===== src/rtl/des_pkg.sv =====
// Shared DES tables and helpers: permutations, key-schedule rotations, S-boxes.
// Bit numbering follows FIPS 46, so table entry n refers to vector bit [W-n].
package des_pkg;

    typedef enum logic [1:0] {
        ST_IDLE  = 2'd0,
        ST_ROUND = 2'd1,
        ST_DONE  = 2'd2
    } des_state_e;

    localparam int          BLOCK_W   = 64;
    localparam int          HALF_W    = 32;
    localparam int          KEY_W     = 56;
    localparam int          SUBKEY_W  = 48;
    localparam int          CNT_W     = 5;
    localparam logic [4:0]  LAST_RND  = 5'd16;

    localparam int IP_TBL [64] = '{
        58, 50, 42, 34, 26, 18, 10, 2, 60, 52, 44, 36, 28, 20, 12, 4,
        62, 54, 46, 38, 30, 22, 14, 6, 64, 56, 48, 40, 32, 24, 16, 8,
        57, 49, 41, 33, 25, 17,  9, 1, 59, 51, 43, 35, 27, 19, 11, 3,
        61, 53, 45, 37, 29, 21, 13, 5, 63, 55, 47, 39, 31, 23, 15, 7};

    localparam int FP_TBL [64] = '{
        40, 8, 48, 16, 56, 24, 64, 32, 39, 7, 47, 15, 55, 23, 63, 31,
        38, 6, 46, 14, 54, 22, 62, 30, 37, 5, 45, 13, 53, 21, 61, 29,
        36, 4, 44, 12, 52, 20, 60, 28, 35, 3, 43, 11, 51, 19, 59, 27,
        34, 2, 42, 10, 50, 18, 58, 26, 33, 1, 41,  9, 49, 17, 57, 25};

    localparam int E_TBL [48] = '{
        32,  1,  2,  3,  4,  5,  4,  5,  6,  7,  8,  9,
         8,  9, 10, 11, 12, 13, 12, 13, 14, 15, 16, 17,
        16, 17, 18, 19, 20, 21, 20, 21, 22, 23, 24, 25,
        24, 25, 26, 27, 28, 29, 28, 29, 30, 31, 32,  1};

    localparam int P_TBL [32] = '{
        16,  7, 20, 21, 29, 12, 28, 17,  1, 15, 23, 26,  5, 18, 31, 10,
         2,  8, 24, 14, 32, 27,  3,  9, 19, 13, 30,  6, 22, 11,  4, 25};

    localparam int PC1_TBL [56] = '{
        57, 49, 41, 33, 25, 17,  9,  1, 58, 50, 42, 34, 26, 18,
        10,  2, 59, 51, 43, 35, 27, 19, 11,  3, 60, 52, 44, 36,
        63, 55, 47, 39, 31, 23, 15,  7, 62, 54, 46, 38, 30, 22,
        14,  6, 61, 53, 45, 37, 29, 21, 13,  5, 28, 20, 12,  4};

    localparam int PC2_TBL [48] = '{
        14, 17, 11, 24,  1,  5,  3, 28, 15,  6, 21, 10,
        23, 19, 12,  4, 26,  8, 16,  7, 27, 20, 13,  2,
        41, 52, 31, 37, 47, 55, 30, 40, 51, 45, 33, 48,
        44, 49, 39, 56, 34, 53, 46, 42, 50, 36, 29, 32};

    // Each S-box is 4 rows of 16, indexed by {row, col}.
    localparam logic [3:0] SBOX [8][64] = '{
        '{14, 4,13, 1, 2,15,11, 8, 3,10, 6,12, 5, 9, 0, 7,  0,15, 7, 4,14, 2,13, 1,10, 6,12,11, 9, 5, 3, 8,
           4, 1,14, 8,13, 6, 2,11,15,12, 9, 7, 3,10, 5, 0, 15,12, 8, 2, 4, 9, 1, 7, 5,11, 3,14,10, 0, 6,13},
        '{15, 1, 8,14, 6,11, 3, 4, 9, 7, 2,13,12, 0, 5,10,  3,13, 4, 7,15, 2, 8,14,12, 0, 1,10, 6, 9,11, 5,
           0,14, 7,11,10, 4,13, 1, 5, 8,12, 6, 9, 3, 2,15, 13, 8,10, 1, 3,15, 4, 2,11, 6, 7,12, 0, 5,14, 9},
        '{10, 0, 9,14, 6, 3,15, 5, 1,13,12, 7,11, 4, 2, 8, 13, 7, 0, 9, 3, 4, 6,10, 2, 8, 5,14,12,11,15, 1,
          13, 6, 4, 9, 8,15, 3, 0,11, 1, 2,12, 5,10,14, 7,  1,10,13, 0, 6, 9, 8, 7, 4,15,14, 3,11, 5, 2,12},
        '{ 7,13,14, 3, 0, 6, 9,10, 1, 2, 8, 5,11,12, 4,15, 13, 8,11, 5, 6,15, 0, 3, 4, 7, 2,12, 1,10,14, 9,
          10, 6, 9, 0,12,11, 7,13,15, 1, 3,14, 5, 2, 8, 4,  3,15, 0, 6,10, 1,13, 8, 9, 4, 5,11,12, 7, 2,14},
        '{ 2,12, 4, 1, 7,10,11, 6, 8, 5, 3,15,13, 0,14, 9, 14,11, 2,12, 4, 7,13, 1, 5, 0,15,10, 3, 9, 8, 6,
           4, 2, 1,11,10,13, 7, 8,15, 9,12, 5, 6, 3, 0,14, 11, 8,12, 7, 1,14, 2,13, 6,15, 0, 9,10, 4, 5, 3},
        '{12, 1,10,15, 9, 2, 6, 8, 0,13, 3, 4,14, 7, 5,11, 10,15, 4, 2, 7,12, 9, 5, 6, 1,13,14, 0,11, 3, 8,
           9,14,15, 5, 2, 8,12, 3, 7, 0, 4,10, 1,13,11, 6,  4, 3, 2,12, 9, 5,15,10,11,14, 1, 7, 6, 0, 8,13},
        '{ 4,11, 2,14,15, 0, 8,13, 3,12, 9, 7, 5,10, 6, 1, 13, 0,11, 7, 4, 9, 1,10,14, 3, 5,12, 2,15, 8, 6,
           1, 4,11,13,12, 3, 7,14,10,15, 6, 8, 0, 5, 9, 2,  6,11,13, 8, 1, 4,10, 7, 9, 5, 0,15,14, 2, 3,12},
        '{13, 2, 8, 4, 6,15,11, 1,10, 9, 3,14, 5, 0,12, 7,  1,15,13, 8,10, 3, 7, 4,12, 5, 6,11, 0,14, 9, 2,
           7,11, 4, 1, 9,12,14, 2, 0, 6,10,13,15, 3, 5, 8,  2, 1,14, 7, 4,10, 8,13,15,12, 9, 0, 3, 5, 6,11}};

    function automatic logic [63:0] perm_ip(input logic [63:0] x);
        for (int i = 0; i < 64; i++) perm_ip[63-i] = x[64-IP_TBL[i]];
    endfunction

    function automatic logic [63:0] perm_fp(input logic [63:0] x);
        for (int i = 0; i < 64; i++) perm_fp[63-i] = x[64-FP_TBL[i]];
    endfunction

    function automatic logic [47:0] perm_e(input logic [31:0] x);
        for (int i = 0; i < 48; i++) perm_e[47-i] = x[32-E_TBL[i]];
    endfunction

    function automatic logic [31:0] perm_p(input logic [31:0] x);
        for (int i = 0; i < 32; i++) perm_p[31-i] = x[32-P_TBL[i]];
    endfunction

    function automatic logic [55:0] perm_pc1(input logic [63:0] x);
        for (int i = 0; i < 56; i++) perm_pc1[55-i] = x[64-PC1_TBL[i]];
    endfunction

    function automatic logic [47:0] perm_pc2(input logic [55:0] x);
        for (int i = 0; i < 48; i++) perm_pc2[47-i] = x[56-PC2_TBL[i]];
    endfunction

    // Right-rotation amount for decryption round rnd (reverse of the encrypt left shifts).
    function automatic logic [1:0] rot_amt(input logic [4:0] rnd);
        case (rnd)
            5'd1:                 rot_amt = 2'd0;
            5'd2, 5'd9, 5'd16:    rot_amt = 2'd1;
            default:              rot_amt = 2'd2;
        endcase
    endfunction

    function automatic logic [3:0] sbox(input int n, input logic [5:0] b);
        sbox = SBOX[n][{b[5], b[0], b[4:1]}];
    endfunction

endpackage


===== src/rtl/des_f.sv =====
// DES f-function: E-expansion, subkey XOR, S1..S8 substitution, P permutation.
module des_f
    import des_pkg::*;
(
    input  logic [31:0] r_in,
    input  logic [47:0] k_in,
    output logic [31:0] f_out
);

    logic [47:0] x;
    logic [31:0] s_out;

    assign x = perm_e(r_in) ^ k_in;

    for (genvar g = 0; g < 8; g++) begin : g_sbox
        assign s_out[31-4*g -: 4] = sbox(g, x[47-6*g -: 6]);
    end

    assign f_out = perm_p(s_out);

endmodule


===== src/rtl/des_decrypt_core.sv =====
// Iterative DES decryption: one Feistel round per clock, key schedule run K16..K1.
//   state    | meaning
//   ST_IDLE  | in_ready=1, waiting for a ciphertext/key pair
//   ST_ROUND | round_cnt 1..16 run rounds; round_cnt 17 registers FP result
//   ST_DONE  | out_valid=1, result held until out_ready
module des_decrypt_core
    import des_pkg::*;
(
    input  logic        clk,
    input  logic        rst_n,
    input  logic        in_valid,
    output logic        in_ready,
    input  logic [63:0] in_data,
    input  logic [63:0] in_key,
    output logic        out_valid,
    input  logic        out_ready,
    output logic [63:0] out_data
);

    des_state_e  state_q, state_d;
    logic [4:0]  cnt_q, cnt_d;
    logic [31:0] l_q, l_d, r_q, r_d;
    logic [27:0] c_q, c_d, d_q, d_d;
    logic        out_valid_q, out_valid_d;
    logic [63:0] out_data_q, out_data_d;

    logic [63:0] ip_val;
    logic [55:0] pc1_val;
    logic [27:0] c_rot, d_rot;
    logic [47:0] subkey;
    logic [31:0] f_val;

    assign ip_val  = perm_ip(in_data);
    assign pc1_val = perm_pc1(in_key);

    always_comb begin
        c_rot = c_q;
        d_rot = d_q;
        case (rot_amt(cnt_q))
            2'd1: begin
                c_rot = {c_q[0], c_q[27:1]};
                d_rot = {d_q[0], d_q[27:1]};
            end
            2'd2: begin
                c_rot = {c_q[1:0], c_q[27:2]};
                d_rot = {d_q[1:0], d_q[27:2]};
            end
            default: ;
        endcase
    end

    assign subkey = perm_pc2({c_rot, d_rot});

    des_f u_f (
        .r_in  (r_q),
        .k_in  (subkey),
        .f_out (f_val)
    );

    always_comb begin
        state_d     = state_q;
        cnt_d       = cnt_q;
        l_d         = l_q;
        r_d         = r_q;
        c_d         = c_q;
        d_d         = d_q;
        out_valid_d = out_valid_q;
        out_data_d  = out_data_q;
        case (state_q)
            ST_IDLE: begin
                if (in_valid) begin
                    {l_d, r_d} = ip_val;
                    {c_d, d_d} = pc1_val;
                    cnt_d      = 5'd1;
                    state_d    = ST_ROUND;
                end
            end
            ST_ROUND: begin
                if (cnt_q > LAST_RND) begin
                    // Halves swapped before FP: pre-output block is R16||L16.
                    out_data_d  = perm_fp({r_q, l_q});
                    out_valid_d = 1'b1;
                    state_d     = ST_DONE;
                end else begin
                    l_d   = r_q;
                    r_d   = l_q ^ f_val;
                    c_d   = c_rot;
                    d_d   = d_rot;
                    cnt_d = cnt_q + 5'd1;
                end
            end
            ST_DONE: begin
                if (out_ready) begin
                    out_valid_d = 1'b0;
                    state_d     = ST_IDLE;
                end
            end
            default: state_d = ST_IDLE;
        endcase
    end

    always_ff @(posedge clk) begin
        if (!rst_n) begin
            state_q     <= ST_IDLE;
            cnt_q       <= '0;
            l_q         <= '0;
            r_q         <= '0;
            c_q         <= '0;
            d_q         <= '0;
            out_valid_q <= 1'b0;
            out_data_q  <= '0;
        end else begin
            state_q     <= state_d;
            cnt_q       <= cnt_d;
            l_q         <= l_d;
            r_q         <= r_d;
            c_q         <= c_d;
            d_q         <= d_d;
            out_valid_q <= out_valid_d;
            out_data_q  <= out_data_d;
        end
    end

    assign in_ready  = (state_q == ST_IDLE);
    assign out_valid = out_valid_q;
    assign out_data  = out_data_q;

endmodule


===== config.mk =====
export PLATFORM = sky130hd
export DESIGN_NAME = des_decrypt_core
export DESIGN_NICKNAME = d
export VERILOG_FILES = /design/src/rtl/des_pkg.sv /design/src/rtl/des_f.sv /design/src/rtl/des_decrypt_core.sv
export SDC_FILE = /design/constraint.sdc
export NUM_CORES = 1
export LEC_CHECK = 0
export ABC_AREA = 1
export BUFFER_PORTS_ARGS = -buffer_cell sky130_fd_sc_hd__buf_4
export CORE_UTILIZATION = 60
export CTS_CLUSTER_SIZE = 28
export DETAILED_ROUTE_END_ITERATION = 6
export PLACE_DENSITY = 0.82
export SLEW_MARGIN = 20
export SYNTH_ARGS = -nofsm -noshare
export SYNTH_HDL_FRONTEND = slang
export SYNTH_SLANG_ARGS = --single-unit

===== constraint.sdc =====
create_clock -name clk -period 4.5 [get_ports clk]
set_clock_uncertainty 0.2 [all_clocks]
set_input_delay 0.675 -clock clk [delete_from_list [all_inputs] [get_ports clk]]
set_output_delay 0.675 -clock clk [all_outputs]
set_load 0.02 [all_outputs]

# Word-level counts from Yosys, hierarchy flattened
# Memories as Yosys holds them, arrays and structs flattened.
# Index checks and enable logic that the tools add are counted.
[classes]
add_sub_neg = 1
n_lt_le_gt_ge = 9
eq_ne = 13
n_mux = 41
bitwise_logic = 10
n_reduce_logical = 9
[op_table]
columns = ["op", "count"]
rows = [
  ["$pmux 28 s2", 4],
  ["$mux 32", 4],
  ["$pmux 32 s2", 2],
  ["$mux 28", 4],
  ["$mux 4", 16],
  ["$ge 7x7->1 const B", 8],
  ["$not 6->7", 8],
  ["$xor 48x48->48", 1],
  ["$xor 32x32->32", 1],
  ["$mux 5", 2],
  ["$pmux 5 s2", 1],
  ["$reduce_and 3->1", 3],
  ["$ne 2x2->1 const B", 4],
  ["$mux 2", 3],
  ["$pmux 2 s3", 1],
  ["$add 5x1->5 const B", 1],
  ["$eq 5x1->1 const B", 1],
  ["$eq 5x2->1 const B", 1],
  ["$eq 5x4->1 const B", 1],
  ["$eq 5x5->1 const B", 1],
  ["$gt 5x5->1 const B", 1],
  ["$eq 2x1->1 const B", 2],
  ["$eq 2x2->1 const B", 2],
  ["$pmux 2 s2", 1],
  ["8 further kinds", 10],
]
[word_totals]
regBits = 192
mem_bits_ro = 2048
input_bits = 132
out_inout_bits = 66
word_cells = 101
n_memories = 8
[memory_table]
columns = ["memory", "words", "width", "rd", "rd_ports_with_merged_regs", "wr", "line", "text"]
rows = [
  ["(no name shown)", 64, 4, 1, 0, 0, "des_pkg.sv:105", "sbox = SBOX[n][{b[5], b[0], b[4:1]}];"],
  ["(no name shown)", 64, 4, 1, 0, 0, "des_pkg.sv:105", ""],
  ["(no name shown)", 64, 4, 1, 0, 0, "des_pkg.sv:105", ""],
  ["(no name shown)", 64, 4, 1, 0, 0, "des_pkg.sv:105", ""],
  ["(no name shown)", 64, 4, 1, 0, 0, "des_pkg.sv:105", ""],
  ["(no name shown)", 64, 4, 1, 0, 0, "des_pkg.sv:105", ""],
  ["2 more memories", "--", "--", "--", "--", "--", "--", ""],
]

# Depth between registers and ports, before layout
[depth]
word_depth = 13
depth_mapped = 26
depth_no_buf = 24

# By module
# A second synthesis with hierarchy kept.
[hier_totals]
cells_unflattened = 2394
hier_area_um2 = 14766.7
[by_module_without_submodules]
columns = ["mod", "n_inst", "cells_per_inst", "area_per_inst_um2", "seq_area_each_um2"]
rows = [
  ["des_decrypt_core", 1, 1274, 9355.2, 3843.7],
  ["des_f", 1, 1120, 5411.4, 0.0],
]

# Worst setup path after synthesis
# No wires, ideal clock.
[synth_path]
path_type = "flip-flop to flip-flop"
from = "reg cnt_q[0]"
to = "reg r_q[25]"
setup_ns = 0.132
t_arrival_ns = 2.643
required_time_ns = 4.168
slack_ns = 1.525
stages_incl_launch_ff = 24
n_path_buf = 2
period_less_slack_ns = 2.975
path_cell_list = "dfxtp_1 -> inv_1 -> ha_1 -> nand2_2 -> nand2_2 -> nand2_4 -> nand2_4 -> buf_6 -> buf_6 -> nand2_1 -> nand3_1 -> nand2_1 -> nand2_1 -> ha_1 -> inv_1 -> nand2_1 -> nand2_1 -> nand2_1 -> nand3_1 -> nand3_1 -> nand3b_1 -> nand3_1 -> nand2_1 -> a21oi_1"
[synth_between]
elab_chain_cells = 13
word_cells_on_any_way = 20
classes_between = "order compare (1); eq/ne (7); mux (6); bitwise (3); reduce/logical (2); memory (1)"
[synth_rtl]
columns = ["element", "line", "text"]
rows = [
  ["start: declaration", "des_decrypt_core.sv:21", "logic [4:0] cnt_q, cnt_d;"],
  ["start signal: assignment", "des_decrypt_core.sv:114", "cnt_q <= cnt_d;"],
  ["$eq 5x2->1 (tied with other cells)", "des_pkg.sv:97", "case (rnd)"],
  ["$reduce_or 3->1", "des_pkg.sv:97", ""],
  ["$pmux 2 s2", "des_pkg.sv:97", ""],
  ["$eq 2x2->1 or $eq 2x1->1 (tied branches)", "des_decrypt_core.sv:39", "case (rot_amt(cnt_q))"],
  ["$pmux 28 s2", "des_decrypt_core.sv:39", ""],
  ["$xor 48x48->48", "des_f.sv:13", "assign x = perm_e(r_in) ^ k_in;"],
  ["$not 6->7 (not written as such)", "des_pkg.sv:105", ""],
  ["$mem_v2 64x4", "--", ""],
  ["$mux 4 (not written as such) (2 in series)", "des_pkg.sv:105", ""],
  ["$xor 32x32->32", "des_decrypt_core.sv:86", "r_d = l_q ^ f_val;"],
  ["$mux 32", "des_decrypt_core.sv:79", "if (cnt_q > LAST_RND) begin"],
  ["$pmux 32 s2", "des_decrypt_core.sv:69", "case (state_q)"],
  ["end signal: assignment", "des_decrypt_core.sv:116", "r_q <= r_d;"],
  ["end: declaration", "des_decrypt_core.sv:22", "logic [31:0] l_q, l_d, r_q, r_d;"],
]
# Parallel ways exist; a longest one is shown, timed or not. The select of a mux whose other input is x is not followed.
# A chain may end at the register's enable or synchronous reset.

# Final worst setup path
[layout_path]
from = "reg cnt_q[1]"
to = "reg r_q[25]"
# Same word-level chain as after synthesis.

==> flow_summary.ini <==
[status]
status = finished, violations left
failed_checks = design-rule violations

[placement]
io_buffers = 189
hpwl_um = 39500
dp_slack_ns = 0.7440
gp_congestion = 0.9484

[floorplanning]
fp.dieArea_mm2 = 0.02595
io_pins = 198
rows = 57
die_h_um = 161.1
die_x_um = 161.1
coreArea_mm2 = 0.02460
floorplan.initialDensity = 0.6172

[critical_path]
end_kind = flip-flop
rr_endpoint = r_q[25]$_SDFFE_PN0P_
path_max_fanout = 25
crit_arrival_ns = 3.98
start_kind = flip-flop
path_buf_inv = 3
path_cells = inv_1 -> ha_1 -> nand2_2 -> nand2_2 -> nand2_4 -> nand2_4 -> buf_4 -> nand2_1 -> nand3_1 -> nand2_1 -> nand2_1 -> ha_1 -> inv_1 -> nand2_1 -> nand2_1 -> nand2_1 -> nand3_1 -> nand3_1 -> nand3b_1 -> nand3_1 -> nand2_1 -> a21oi_1
reg2reg_slack_ns = 0.65
cp_slowest_cell = ha_1
timing.rr.start = cnt_q[1]$_SDFFE_PN0P_
critPathMaxStageDelay_ns = 0.40
crit_type = reg2reg
crit_required_ns = 4.63
cpMostUsedCell = nand2_1
worst_r2r_path_depth = 22
cp_top_family = simple AND/OR/NAND/NOR gates

[clocking]
clk_pin_slew_worst_paths_ns = 0.09
clock_tree.root_cell = clkbuf_16
holdBufCountCts = 0
clk_latency_ns = 0.46
cts.sinks = 192
cts_buffers = 17
cts_resized = 0
cts_tree = built
h-tree-depth = 4
clk_path_buf_depth = 2
cts_setup_buffers = 0

[drt]
drc_errors = 1
drt_wl_total_um = 53390
dr.pass1.iters = 7
drt_iter0_drc = 2189
wl_per_cell_um = 17.95
ant_nets = 0
vias = 18090
viasPerCell = 6.082

[layout]
drive_gt1_frac = 0.1173
diodes = 0
final_cell_mix = 824 x nand2_1, 412 x nand3_1, 260 x inv_1, 221 x buf_4, 192 x dfxtp_1
layout.nets = 2836
final_common_cell = nand2_1
syn_to_final_growth_pct = 13.61

[min_path]
min_from = out_data[63]$_SDFFE_PN0P_
min_to = out_data[63]$_SDFFE_PN0P_
min_path_type = reg2reg
hold_depth = 2

[synthesis]
netlist_area_mm2 = 0.01519
synth_area_per_cell_um2 = 6.007
syn_nets = 2726
synth-edff-count = 0
ys.warnings.count = 0
synth_flop_cell = dfxtp_1
ys_ff_latch = 192
synthCells = 2528
synth_cell_types = 34
async_reset_ff_frac = 0
yosysSeqAreaShare = 0.2531

[sta]
setup-tns-final_ns = 0
period_share = 0.8556
tightest_slew_ns = 0.9882
rsz0062_at_grt = no
slew_headroom = 0.3412
setup_viol = 0
fin_ws_ns = 0.6499
final_hold_viol_count = 0
finalMaxSlewViolations = 0
min_period_ns = 3.850
max_freq_mhz = 259.7

[power_and_ir_drop]
ir_drop_v = 0.0003181
power_density_mw_per_mm2 = 453.5
p_leak_nw = 8.047

[global_route]
grt_pass1_vias = 16460
antenna_found_initial = 0
grt_max_degree = 97
grt_pass1_wl_um = 83540
grtUsageTotal = 0.4047
grt_overflow_total = 0

[job]
maxCapViolations = 0
## state kept, by name, indices dropped and copies added, names as in the netlist
register   flops
out_data      64
out_valid      1
state_q        2
d_q           28
l_q           32
cnt_q          5
c_q           28
r_q           32
## cell families (layout without fill, tap and decap cells)
family	Yosys count	in the layout	synth area share
xor gates and xnor gates	24	24	0.02150
DFF	192	192	0.2531
and+or+nand+nor	1462	1462	0.4196
AOI/OAI and AO/OA	384	384	0.1443
buffers and inverters	400	523	0.1071
adders and majority gates	66	66	0.05438
## area by class of cell
class / count / area (um2)
timing repair buffer: 221 / 1659
clock buffer: 18 / 429.2
inverter: 270 / 1016
sequential: 192 / 3844
multi-input combinational: 1936 / 9738
fill: 2249 / 7352
tap: 324 / 405.4
clock inverter: 14 / 161.4
## per-layer routing
layer,wire length [um],global-route usage,vias up
li1,-,-,8617
met1,20180,0.4846,8279
met3,4539,0.06677,215
met4,4260,0.2925,0
met2,24410,0.6579,983
met5,0,0,-
## worst max-delay path by stage
stage                                end  depth (start not counted)  slack [ns]                  start
detailed placement  r_q[20]$_SDFFE_PN0P_                         22        0.74  cnt_q[0]$_SDFFE_PN0P_
global route        r_q[29]$_SDFFE_PN0P_                         22        0.44  cnt_q[0]$_SDFFE_PN0P_
global placement    r_q[20]$_SDFFE_PN0P_                         22        0.83  cnt_q[0]$_SDFFE_PN0P_
finish              r_q[25]$_SDFFE_PN0P_                         22        0.65  cnt_q[1]$_SDFFE_PN0P_
floorplan           r_q[25]$_SDFFE_PN0P_                         23        1.52  cnt_q[0]$_SDFFE_PN0P_
CTS                 r_q[17]$_SDFFE_PN0P_                         20        0.75  cnt_q[0]$_SDFFE_PN0P_
## synthesized netlist by cell type, types with 13 or more instances
master	number	area [um2]
nand2_1	825	3097
ha_1	66	825.8
clkbuf_1	80	300.3
nor2_1	95	356.6
buf_2	22	110.1
nand2_2	17	106.4
a221oi_1	40	350.3
inv_1	260	975.9
dfxtp_1	192	3844
o21ai_0	123	615.6
o221ai_1	16	140.1
xor2_1	13	113.9
buf_4	18	135.1
nand4_1	83	519.3
a21oi_1	168	840.8
nand3_1	413	2067
a31oi_1	32	200.2
## power by group
group	internal, mW	leakage [nW]	switching (mW)	total, mW
combinational	1.38	6.19	2.84	4.22
sequential	1.83	1.58	0.201	2.03
clock	0.750	0.284	0.821	1.57
total	3.96	8.05	3.87	7.82
## stage by stage
stage | power [mW] | std cells | hold slack (ns) | util | cell area [um2]
2_1_floorplan | 5.169 | 2528 | 0.2449 | - | 15190
3_5_place_dp | 6.153 | 2943 | 0.2376 | 0.6772 | 16660
5_1_grt | 8.402 | 2975 | 0.2653 | 0.7012 | 17250
4_1_cts | 7.704 | 2975 | 0.2494 | 0.7012 | 17250
3_3_place_gp | 6.080 | 2943 | 0.2342 | 0.6772 | 16660
6_report | 7.824 | 2975 | 0.2500 | 0.7012 | 17250
## worst register-to-register path, stage by stage, from the launching register on
cell and delay (ns):
dfxtp_1 0.39, inv_1 0.09, ha_1 0.19, nand2_2 0.10
nand2_2 0.09, nand2_4 0.23, nand2_4 0.19, buf_4 0.28
nand2_1 0.19, nand3_1 0.12, nand2_1 0.08, nand2_1 0.15
ha_1 0.40, inv_1 0.12, nand2_1 0.15, nand2_1 0.11
nand2_1 0.05, nand3_1 0.10, nand3_1 0.12, nand3b_1 0.12
nand3_1 0.08, nand2_1 0.13, a21oi_1 0.07
No activity file was read; power rests on OpenSTA's default activity.
